### src/rtl/pixel_write_fifo.sv
// ---------------------------------------------------------------------------
// pixel_write_fifo
//
// Buffers pixels from the drawing stage and writes them into the shared
// 256x256 frame memory. Each pixel is packed to RGB332 on entry and stored
// together with its 16-bit address {Y, X}. The FIFO absorbs stalls while the
// scan-out side owns the memory. It counts pixels that arrive while it is
// full and pulses a flag when the last address of the frame has been written.
//
// Parameters
//   DEPTH      number of FIFO entries (power of two, >= 2)
//   PTR_W      log2(DEPTH), pointer width
//
// Ports
//   CLK        system clock; all state changes on the rising edge
//   NRST       synchronous active-low reset
//   iWE        pixel strobe, one pixel per cycle while high
//   iX, iY     pixel column / row
//   iR,iG,iB   pixel colour, 8 bits per channel
//   iClrOvf    clears oOverflow and oDropCnt
//   iMemAck    memory accepted the current write
//   oMemReq    write request pending (FIFO not empty)
//   oMemAddr   address of the FIFO head, {Y, X}
//   oMemData   RGB332 data of the FIFO head
//   oFull      FIFO holds DEPTH entries
//   oOverflow  sticky flag: at least one pixel was dropped
//   oDropCnt   number of dropped pixels, saturating at 16'hFFFF
//   oFrameDone one-cycle pulse after address 16'hFFFF has been written
//
// Memory handshake (oMemReq / iMemAck):
//   A write transfers on every rising edge where oMemReq and iMemAck are both
//   high. While oMemReq is high and iMemAck is low, oMemAddr and oMemData
//   hold their values. iMemAck while oMemReq is low is ignored. oMemReq and
//   the head fields come only from registers, so iMemAck can never feed back
//   combinationally into the request.
// ---------------------------------------------------------------------------
module pixel_write_fifo #(
    parameter int DEPTH = 4,
    parameter int PTR_W = 2
) (
    input  logic        CLK,
    input  logic        NRST,
    input  logic        iWE,
    input  logic [7:0]  iX,
    input  logic [7:0]  iY,
    input  logic [7:0]  iR,
    input  logic [7:0]  iG,
    input  logic [7:0]  iB,
    input  logic        iClrOvf,
    input  logic        iMemAck,
    output logic        oMemReq,
    output logic [15:0] oMemAddr,
    output logic [7:0]  oMemData,
    output logic        oFull,
    output logic        oOverflow,
    output logic [15:0] oDropCnt,
    output logic        oFrameDone
);

    localparam logic [PTR_W:0]   DEPTH_CNT = (PTR_W + 1)'(DEPTH);
    localparam logic [PTR_W:0]   CNT_ONE   = (PTR_W + 1)'(1);
    localparam logic [PTR_W-1:0] PTR_ONE   = PTR_W'(1);
    localparam logic [15:0]      LAST_ADDR = 16'hFFFF;

    // Entry layout: {addr[15:0], data[7:0]}
    logic [23:0]      mem_q [DEPTH];
    logic [PTR_W-1:0] wr_ptr_q;
    logic [PTR_W-1:0] rd_ptr_q;
    logic [PTR_W:0]   count_q;
    logic             overflow_q;
    logic [15:0]      drop_cnt_q;
    logic             frame_done_q;

    logic             full;
    logic             req;
    logic [23:0]      head;
    logic             push;
    logic             drop;
    logic             pop;
    logic [7:0]       rgb332;
    logic [PTR_W:0]   count_next;
    logic             overflow_next;
    logic [15:0]      drop_cnt_next;

    // Low colour bits are discarded by the RGB332 packing.
    logic unused_colour_bits;
    assign unused_colour_bits = ^{iR[4:0], iG[4:0], iB[5:0]};

    // Status decodes use registered state only.
    assign full = (count_q == DEPTH_CNT);
    assign req  = (count_q != '0);
    assign head = mem_q[rd_ptr_q];

    always_comb begin
        push          = 1'b0;
        drop          = 1'b0;
        pop           = 1'b0;
        rgb332        = {iR[7:5], iG[7:5], iB[7:6]};
        count_next    = count_q;
        overflow_next = overflow_q;
        drop_cnt_next = drop_cnt_q;

        // Full is the value before the edge, so a strobe into a full FIFO is
        // dropped even if a pop frees a slot on the same edge.
        push = iWE && !full;
        drop = iWE && full;
        pop  = req && iMemAck;

        case ({push, pop})
            2'b10:   count_next = count_q + CNT_ONE;
            2'b01:   count_next = count_q - CNT_ONE;
            default: count_next = count_q;
        endcase

        // A drop on the same edge as a clear wins: the new drop is counted
        // starting from zero.
        if (drop) begin
            overflow_next = 1'b1;
            if (iClrOvf) begin
                drop_cnt_next = 16'd1;
            end else if (drop_cnt_q != 16'hFFFF) begin
                drop_cnt_next = drop_cnt_q + 16'd1;
            end
        end else if (iClrOvf) begin
            overflow_next = 1'b0;
            drop_cnt_next = '0;
        end
    end

    always_ff @(posedge CLK) begin
        if (!NRST) begin
            wr_ptr_q     <= '0;
            rd_ptr_q     <= '0;
            count_q      <= '0;
            overflow_q   <= 1'b0;
            drop_cnt_q   <= '0;
            frame_done_q <= 1'b0;
            // Clearing every entry makes the head fields read zero after reset.
            for (int i = 0; i < DEPTH; i++) begin
                mem_q[i] <= '0;
            end
        end else begin
            if (push) begin
                mem_q[wr_ptr_q] <= {iY, iX, rgb332};
                wr_ptr_q        <= wr_ptr_q + PTR_ONE;
            end
            if (pop) begin
                rd_ptr_q <= rd_ptr_q + PTR_ONE;
            end
            count_q      <= count_next;
            overflow_q   <= overflow_next;
            drop_cnt_q   <= drop_cnt_next;
            frame_done_q <= pop && (head[23:8] == LAST_ADDR);
        end
    end

    assign oMemReq    = req;
    assign oMemAddr   = head[23:8];
    assign oMemData   = head[7:0];
    assign oFull      = full;
    assign oOverflow  = overflow_q;
    assign oDropCnt   = drop_cnt_q;
    assign oFrameDone = frame_done_q;

endmodule

### config.mk
export PLATFORM = sky130hd
export DESIGN_NAME = pixel_write_fifo
export DESIGN_NICKNAME = d
export VERILOG_FILES = /design/src/rtl/pixel_write_fifo.sv
export SDC_FILE = /design/constraint.sdc
export NUM_CORES = 1
export LEC_CHECK = 0
export ABC_AREA = 1
export CORE_MARGIN = 4
export CORE_UTILIZATION = 58
export CTS_CLUSTER_DIAMETER = 150
export DETAILED_ROUTE_END_ITERATION = 16
export DONT_BUFFER_PORTS = 1
export PLACE_DENSITY = 0.74
export SLEW_MARGIN = 5
export SYNTH_ARGS = -nofsm -noshare
export SYNTH_HDL_FRONTEND = slang
export SYNTH_SLANG_ARGS = --single-unit
### constraint.sdc
create_clock -name CLK -period 3.9 [get_ports CLK]
set_clock_uncertainty 0.1 [all_clocks]
set_input_delay 1.17 -clock CLK [delete_from_list [all_inputs] [get_ports CLK]]
set_output_delay 1.17 -clock CLK [all_outputs]
set_load 0.01 [all_outputs]
Yosys cells after proc, flatten, opt, wreduce, memory -nomap -nowiden
Memory sizes are Yosys's and may differ from the RTL's. A register that Yosys moved wholly into a read port is not among the register bits.
Cells that the tools add are included.

cells by class
  $mul = 0
  bitwise operators = 0
  divide/modulo/power cells = 0
  $add $sub $neg = 5
  order comparisons = 0
  multiplexer cells = 16
  shift operators = 0
  equal/unequal tests = 5
  reduce and logical (&&, ||, !) cells = 11

operators by type and width
  operator                 count
  $mux W16                 4
  $mux W24                 1
  $reduce_or A24 Y1        1
  $add A16 B1 Y16 const B  1
  $eq A16 B16 Y1 const B   1
  $ne A16 B16 Y1 const B   1
  $mux W1                  7
  $mux W2                  3
  $pmux W3 S2              1
  $reduce_bool A2 Y1       3
  $add A2 B1 Y2 const B    2
  $logic_and A1 B1 Y1      4
  $add A3 B1 Y3 const B    1
  $eq A3 B3 Y1 const B     1
  $reduce_bool A3 Y1       1
  $sub A3 B1 Y3 const B    1
  $eq A2 B1 Y1 const B     1
  $eq A2 B2 Y1 const B     1
  $reduce_and A2 Y1        1
  $logic_not A1 Y1         1

word-level totals
  latch bits = 0
  memory bits (writable) = 96
  ROM bits = 0
  memories = 1
  register bits after elaboration = 25
  logic and storage cells = 44
  output and inout port bits = 44
  input bits = 45

memory list
  memory  depth  bits a word  rd ports  clocked after Yosys merged registers in  wr ports  RTL line  source
  mem_q   4      24           1         1                                        4         66        logic [23:0] mem_q [DEPTH];

Longest topological paths before layout
  depth after elaboration = 8
  mapped depth = 10
  depth with buffers taken out = 10

Worst setup path after synthesis
No wires, ideal clock.

  path type = input to register
  start point = input port iWE
  end point = memory mem_q[3][0], enable pin
  data arrival time = 3.089 ns
  setup time = 0.442 ns
  path buffers = 0
  required time = 3.358 ns
  slack = 0.269 ns
  stages = 2
  cell sequence = nand2_4 > o31ai_1

RTL lines
  item         RTL line  source
  from (decl)  43        input logic iWE,
  to (decl)    66

==> out/qor.txt <==
Io pins = 89
Share of the synthesized area in the top cell type = 47.87%
P&R area growth vs syn = 11.01%
Worst-Margin Slew = 949.4 ps
Core area = 9955 sq um
Post-CTS sizing = 0
Hold_buf cts = 0
Post-CTS setup buffer count = 0
DIE AREA = 12080 sq um
Register area = 3423 sq um
Critical R2R Launch = count_q[2]$_SDFFE_PN0P_
Status = completed
DRT Pass-1 Iters = 5
Skew-Pair Late Insertion Delay = 520 ps
Final instance area = 6685 sq um
Pwr dens = 586.1 nW/um^2
Starting Density = 60.50%
Avg Cell Area, Syn = 8.975 sq um
Fraction of layout instances using a drive strength above 1 = 14.72%
N_diodes = 0
Seq/Total Area, Yosys = 56.85%
Via/cell ratio = 5.393
Final Max Tran Viols = 0
Gp weighted congestion = 0.8980
CP max-delay cell = inv_2
Syn Inst Count = 671
Total Negative Setup Slacks = 0 ps
Largest area contributor in the netlist = edfxtp_1
Reg-to-reg endpoint = count_q[2]$_SDFFE_PN0P_
EDFF count, synth = 96
CTS HTree Levels = 4
Min Hold Slack = 365.0 ps
Initial DRC Count = 232
Initial antenna violation count = 0
Fin. Hold Viols = 0
CP endpoint = oMemAddr[12]
Mapped cell area = 6022 sq um
Worst path cell trace = inv_2, o21ai_0, o22ai_1
Placed cell area = 6115 sq um
Num rows = 36
Fin nets = 721
Syn nets = 719
Root Driver = clkbuf_8
Pin count of the biggest net entering global routing = 53
Fillcell total = 808
DR WL/cell = 15.85 um
Kind of critical path = register to primary output
Leak = 2.581 nW
Synth Register Bits = 123
Max_cap viols = 0
Total CTS buffers = 17
Fin crit share = 83.86%
Area of the multi-input gates = 2056 sq um
Commonest cells post-synth = nor2_1 (135), nand2_1 (114), inv_1 (100)
RSZ-0062 raised after global routing = no
CTS clk-pin slew, worst paths = 60 ps
Synth warn = 0
Top_reg_cell synth = edfxtp_1
Final critical-path required period = 3271 ps
Setup-failing EPs final = 0
Port Buf Inserts = 0
Crit path required time = 2630 ps
Gr ovfl total = 0
Crit end category = primary output
Via count = 4417
Rel. slew slack = 36.63%
Worst hold path class = register to register
Clk sinks = 123
Vias in the first global route = 4462
Die H = 109.9 um
Post-synth cell types = 34
DRC viols = 0
Top cells by area, synth = edfxtp_1 (48%), dfxtp_1 (9.0%), nor2_1 (8.4%)
FMAX = 305.7 MHz
CTS tree = yes
Count leader, synth = nor2_1
Final core utilization = 67.16%
Type of origin of the critical path = register
Worst reg-to-reg setup slack = 1760 ps
Worst Path Arrival = 2000 ps
Die Width = 109.9 um
Clock buffer depth = 2
Fraction of registers with async set/reset = 0%
CP max FO = 52
Peak VDD IR = 317.7 uV
Total power = 0.003918 W
Critical path's largest stage delay = 610 ps
First-pass GRT wire length = 21010 um
Final WL = 12980 um
ANT nets after route = 0
FF-to-FF path depth = 9
Gr usage total = 23.03%
Dpl hpwl = 8235 um
[layer usage]
metal | global-route usage, % | wire length [um] | up-vias
li1 | - | - | 2166
met1 | 26.45 | 5068 | 2080
met2 | 40.60 | 6641 | 144
met3 | 6.166 | 968 | 27
met4 | 9.261 | 304 | 0
met5 | 0 | 0 | -
[placed cells by master, fill, tap and decap left out, drive strengths merged]
master,instances
bufinv,3
o211ai,12
ha,2
o31ai,1
o21bai,6
nand2,125
nand4,9
o22ai,9
a21boi,1
inv,107
clkinvlp,4
nand3,22
o21ai,41
a21oi,18
clkinv,8
xor2,1
buf,9
dfxtp,27
nor2,165
clkbuf,17
edfxtp,96
nor3,2
fa,1
[sequential cells by signal, summed over array words and instances (netlist names), named ones only]
| signal | flops |
|---|---|
| count_q | 3 |
| oFrameDone | 1 |
| oOverflow | 1 |
| mem_q | 96 |
| oDropCnt | 16 |
| wr_ptr_q | 2 |
| rd_ptr_q | 2 |
[layout make-up]
cell class,count,share of cell area [%]
clock buffers,17,6.195
inverters,107,6.008
flip-flops and latches,123,51.21
clock inverters,15,2.340
well taps,133,2.489
multi-input cells,415,30.75
repair buffers,9,1.011
[worst min-delay path by stage]
stage	from	to	depth (start not counted)
4_1_cts	rd_ptr_q[1]$_SDFFE_PN0P_	rd_ptr_q[1]$_SDFFE_PN0P_	2
3_3_place_gp	rd_ptr_q[1]$_SDFFE_PN0P_	register	2
2_1_floorplan	rd_ptr_q[1]$_SDFFE_PN0P_	register	2
5_1_grt	rd_ptr_q[1]$_SDFFE_PN0P_	rd_ptr_q[1]$_SDFFE_PN0P_	2
3_5_place_dp	rd_ptr_q[1]$_SDFFE_PN0P_	rd_ptr_q[1]$_SDFFE_PN0P_	2
6_report	rd_ptr_q[1]$_SDFFE_PN0P_	register	2
[where the power goes]
| part | switching [W] | internal (W) |
|---|---|---|
| logic | 0.000609 | 0.000201 |
| registers | 0.0000478 | 0.00155 |
| clock network | 0.000549 | 0.000958 |
[per-stage QoR]
stage	cells	setup WS, ps
3_3_place_gp	787	1092
3_5_place_dp	787	1060
2_1_floorplan	671	269.3
5_1_grt	819	505.6
4_1_cts	819	618.0
6_report	819	629.3
[cell families (layout without fill, tap and decap cells)]
kind of cell,after synthesis,in the layout,share of synthesized area (%)
AOI/OAI and AO/OA,88,88,8.830
adders and majority gates,3,3,0.7479
xor gates and xnor gates,1,1,0.1455
DFF,123,123,56.85
and+or+nand+nor,323,323,24.06
buffers and inverters,133,148,9.371
[worst max-delay path: cells and delay by family (launching register included)]
family                 cells  cell delay [ps]
DFF                        1              320
AOI/OAI and AO/OA          2              550
buffers and inverters      1              610
(Power assumes the default switching activity.)
==> RTL edit 1: new RTL, same flow settings <==
Set the parameter `DEPTH` to 8 (it was 4).
--- a/src/rtl/pixel_write_fifo.sv
+++ b/src/rtl/pixel_write_fifo.sv
@@ -37,3 +37,3 @@
 module pixel_write_fifo #(
-    parameter int DEPTH = 4,
+    parameter int DEPTH = 8,
     parameter int PTR_W = 2
Behaviour: not the same (Yosys sat finds a counterexample within 4 cycles, from zero or initial values and one cycle with NRST low).
==> RTL edit 1 against the original RTL <==
Register-to-register slack got worse by 0.14 ns. Power decreased by 3.4%. Area after synthesis decreased by 2.6%. Cell area decreased by 2.3%. Sequential cell count unchanged. Via count decreased by 3.1%. Setup slack improved by 0.035 ns. Wire length decreased by 0.97%. Largest cell class unchanged. Largest power group unchanged.
==> RTL edit 1: results (changes against the original RTL) <==
grt:
  grt_usage_pct: 23.2  # was 23.0%
  first_global_vias: 4141  # was 4,462
  grt_max_degree: 54  # was 53
  grt_first_pass_wirelength_um: 20600  # was 21,000 µm
place:
  dp_slack_ns: 1.05  # was 1.06 ns
  placed_area_um2: 5960  # was 6110 µm²
  dp_hpwl_um: 8040  # was 8230 µm
  place.gp.congestion: 0.847  # was 0.898
  dp.cells: 763  # was 787
pwr:
  leakage_nw: 2.70  # was 2.58 nW
  powerSeq_mw: 1.58
  clkPwrFrac_pct: 39.8  # was 38.5%
  p_int_mw: 2.66  # was 2.71 mW
  powerDensity_nw_per_um2: 579  # was 586 nW/µm²
  ir_drop_mv: 0.281  # was 0.318 mV
routing:
  routed_via_density: 5.39  # about the same
  drt-total-wl_um: 12900  # was 13,000 µm
  first_pass_iters: 6  # was 5
  drt_iter0_markers: 330  # was 232
synthesis:
  synth_edf_count: 96  # unchanged
  ys_top_cells_by_count: "nor2_1, nand2_1, edfxtp_1"  # was nor2_1, nand2_1, inv_1
  syn_nets: 698  # was 719
  syn_area_per_cell_um2: 9.08  # was 8.97 µm²
  async_flop_share_pct: 0  # unchanged
  yosys-top-cells-area: "edfxtp_1, nor2_1, dfxtp_1"  # was edfxtp_1, dfxtp_1, nor2_1
  synth_adder_area_share_pct: 1.62  # was 0.748%
  synthDistinctLibCells: 33  # was 34
  ys_warn_count: 0  # unchanged
  synth-compound-area-share_pct: 8.53  # was 8.83%
  yosysSeqAreaShare_pct: 58.4  # was 56.8%
  synth_xor_area_share_pct: 0  # was 0.145%
  synthMuxAreaShare_pct: 0  # unchanged
setup_path:
  reg2regPathDepth: 11  # was 9
  crit_family: "flip-flops"  # was buffers and inverters
  crit_arrival_ns: 1.97  # was 2.00 ns
  path_max_fanout: 53  # was 52
  max_stage_delay_ns: 0.62
  rrSetupSlack_ns: 1.62  # was 1.76 ns
  crit_slowest_cell: "dfxtp_1"  # was inv_2
layout:
  drive_above_1_share_pct: 12.1  # was 14.7%
  largest_reg_flops: 96  # unchanged
  n_antenna_cell: 0  # unchanged
  final_cells: 795  # was 819
hold_path:
  min_path_cells: 2  # unchanged
  hp-class: "flip-flop to flip-flop"  # unchanged
cts:
  postCtsResizedCells: 0  # unchanged
  clock_sinks: 123  # unchanged
  clkSlewWorstSetupHoldPaths_ns: 0.06  # about the same
  clockBufferDepth: 2  # unchanged
  cts_root_buf: "clkbuf_8"  # unchanged
  post_cts_buffers: 0  # unchanged
  clock_latency_ns: 0.52  # about the same
sta:
  fmax_mhz: 309  # was 306 MHz
  relSlewSlack_pct: 58.7  # was 36.6%
  whs_ns: 0.366  # was 0.365 ns
  final_max_slew_viol_count: 0  # unchanged
status:
  status: "finished clean"  # unchanged
## RTL edit 1: cell types whose count changed after synthesis, moves of 4 or more
| cell | change |
|---|---|
| o211ai_1 | -4 |
| ha_1 | +4 |
| o21ai_0 | -8 |
| nand2_2 | +7 |
| nor2_2 | -22 |
| nor2_1 | +17 |
| a21oi_1 | +5 |
| buf_2 | +7 |
| buf_6 | -4 |
| nand3_1 | +9 |
| inv_1 | -28 |
## RTL edit 1: layout make-up
cell class,instances,area [µm²]
clock buffer,18,418
multi-input combinational,418,1990
tap,133,166
sequential,123,3420
fill,792,3290
inverter,78,295
timing repair buffer,11,82.6
clock inverter,14,153
## RTL edit 1: path summary, 6_finish.rpt
kind / startpoint / end
max: flip-flop / oMemAddr[12]
min: rd_ptr_q[1] / flip-flop
max reg2reg: count_q[1] / count_q[2]
min reg2reg: rd_ptr_q[1] / flip-flop
## RTL edit 1: layer usage
| layer | GRT usage [%] | up-vias | routed length (µm) |
|---|---|---|---|
| met4 | 7.66 | 0 | 157 |
| li1 | - | 2111 | - |
| met1 | 28.9 | 2007 | 5250 |
| met5 | 0 | - | 0 |
| met2 | 39.1 | 151 | 6420 |
| met3 | 6.63 | 13 | 1020 |
## RTL edit 1: cells by family (layout without fill, tap and decap cells)
| group | Yosys count | after routing |
|---|---|---|
| simple gates | 328 | 328 |
| compound gates | 83 | 83 |
| fa+ha+maj | 7 | 7 |
| buf+inv | 105 | 121 |
| flops | 123 | 123 |
## RTL edit 1: worst register-to-register path, delay by kind of cell, from the launching register on
family / cells / cell delay, ns
DFF: 1 / 0.34
AOI/OAI and AO/OA: 4 / 0.50
and+or+nand+nor: 2 / 0.43
buffers and inverters: 3 / 0.22
adders and majority gates: 2 / 0.60
==> RTL edit 2: new RTL, same flow settings <==
Without the edit above. Make the reset (`NRST`) asynchronous in one clocked block. Comments in the files are not updated.
--- a/src/rtl/pixel_write_fifo.sv
+++ b/src/rtl/pixel_write_fifo.sv
@@ -129,3 +129,3 @@
 
-    always_ff @(posedge CLK) begin
+    always_ff @(posedge CLK or negedge NRST) begin
         if (!NRST) begin
Behaviour: differs if NRST is asserted again (counterexample within 4 cycles, from zero or initial values and one cycle with NRST low); with NRST held inactive, the same outputs for 4 cycles.
==> RTL edit 2 against the original RTL <==
Non-clock buffer count down 7. Wire length up 6.2%. Cell area down 0.13%. First-iteration DRC count up 52%. Via count up 12%. Sequential cell count down 2. Area after synthesis up 2.4%. Utilization down 2.5 points. Setup slack worse by 0.13 ns. Critical path type unchanged. Highest routed layer unchanged.
Power is not compared: it rests on default switching activity, and its combinational part moved more than twofold at a synthesized area within 25%.
==> RTL edit 2: results (changes against the original RTL) <==
status:
  status: "finished clean"  # unchanged
routing:
  met2_length_um: 6850  # was 6640 µm
  first_pass_iters: 5  # unchanged
  wl_met1_um: 5900  # was 5070 µm
  met3_length_um: 826  # was 968 µm
  post_drt_wl_per_cell_um: 15.4  # was 15.9 µm
  routed_via_density: 5.52  # was 5.39
  via_count: 4961  # was 4,417
  drt_iter0_markers: 353  # was 232
cts:
  postCtsResizedCells: 0  # unchanged
  htreeDepth: 4  # unchanged
  cts-buffers-inserted: 17  # unchanged
  clockBufferDepth: 2  # unchanged
  clock_latency_ns: 0.52  # about the same
  clkSlewWorstSetupHoldPaths_ns: 0.06  # about the same
  cts_root_buf: "clkbuf_8"  # unchanged
sta:
  whs_ns: 0.244  # was 0.365 ns
  tightest_slew_ns: 0.990  # was 0.949 ns
  period_share_pct: 87.2  # was 83.9%
synthesis:
  async_flop_share_pct: 100  # was 0%
  yosys-top-cells-area: "dfrtp_1, nand2_1, inv_1"  # was edfxtp_1, dfxtp_1, nor2_1
  synth_adder_area_share_pct: 1.54  # was 0.748%
  syn_area_per_cell_um2: 8.06  # was 8.97 µm²
  ys_top_cells_by_count: "nand2_1, dfrtp_1, inv_1"  # was nor2_1, nand2_1, inv_1
  synth-compound-area-share_pct: 12.7  # was 8.83%
  synthDistinctLibCells: 32  # was 34
  syn_nets: 817  # was 719
  yosysSeqAreaShare_pct: 49.1  # was 56.8%
  synth_flop_cell: "dfrtp_1"  # was edfxtp_1
  synth_xor_area_share_pct: 0.852  # was 0.145%
setup_path:
  max_stage_delay_ns: 0.67  # was 0.61 ns
  r2r-start: "count_q[0]"  # was count_q[2]
  r2r-end: "count_q[2]"  # unchanged
  path_max_fanout: 24  # was 52
  path_class: "flip-flop to output pin"  # unchanged
  crit_arrival_ns: 2.13  # was 2.00 ns
  cp-endpoint: "oMemData[2]"  # was oMemAddr[12]
  crit_family: "buffers and inverters"  # unchanged
  crit_slowest_cell: "inv_1"  # was inv_2
  reg2regPathDepth: 10  # was 9
layout:
  num-nets-final: 801  # was 721
  drive_above_1_share_pct: 11.2  # was 14.7%
  n_antenna_cell: 0  # unchanged
grt:
  grt_max_degree: 122  # was 53
  use_met1_pct: 28.4  # was 26.5%
  grt_first_pass_wirelength_um: 23500  # was 21,000 µm
  grtUsageMet3_pct: 7.37  # was 6.17%
  use_met2_pct: 39.4  # was 40.6%
  grt_usage_pct: 23.4  # was 23.0%
  first_global_vias: 4885  # was 4,462
place:
  port_buffers: 0  # unchanged
  dp_slack_ns: 1.05  # was 1.06 ns
  place.gp.congestion: 0.850  # was 0.898
  placed_area_um2: 6100  # was 6110 µm²
  dp_hpwl_um: 8370  # was 8230 µm
  dp.cells: 866  # was 787
pwr:
  ir_drop_mv: 0.350
hold_path:
  hp-class: "primary input to asynchronous set/reset pin"  # was flip-flop to flip-flop
-- RTL edit 2: changes by cell type after synthesis, sizes merged, moves of 5 or more --
| cell | unedited run | this run |
|---|---|---|
| edfxtp | 96 | 0 |
| nor2 | 165 | 43 |
| nand3 | 22 | 46 |
| o21bai | 6 | 1 |
| nand2 | 125 | 243 |
| buf | 19 | 27 |
| dfrtp | 0 | 121 |
| o21ai | 41 | 128 |
| dfxtp | 27 | 0 |
| o211ai | 12 | 1 |
| a21oi | 18 | 1 |
-- RTL edit 2: final cells by class --
type | count | area (µm²)
Fill cell | 817 | 3650
Clock inverter | 7 | 90.1
Clock buffer | 25 | 484
Timing Repair Buffer | 2 | 15.0
Inverter | 105 | 402
Sequential cell | 121 | 3030
Multi-Input combinational cell | 502 | 2490
Tap cell | 136 | 170
-- RTL edit 2: report_power, final --
group / internal [mW] / total [mW] / switching (mW)
combinational: 0.640 / 2.05 / 1.41
clock: 0.973 / 1.50 / 0.529
sequential: 1.76 / 2.04 / 0.273
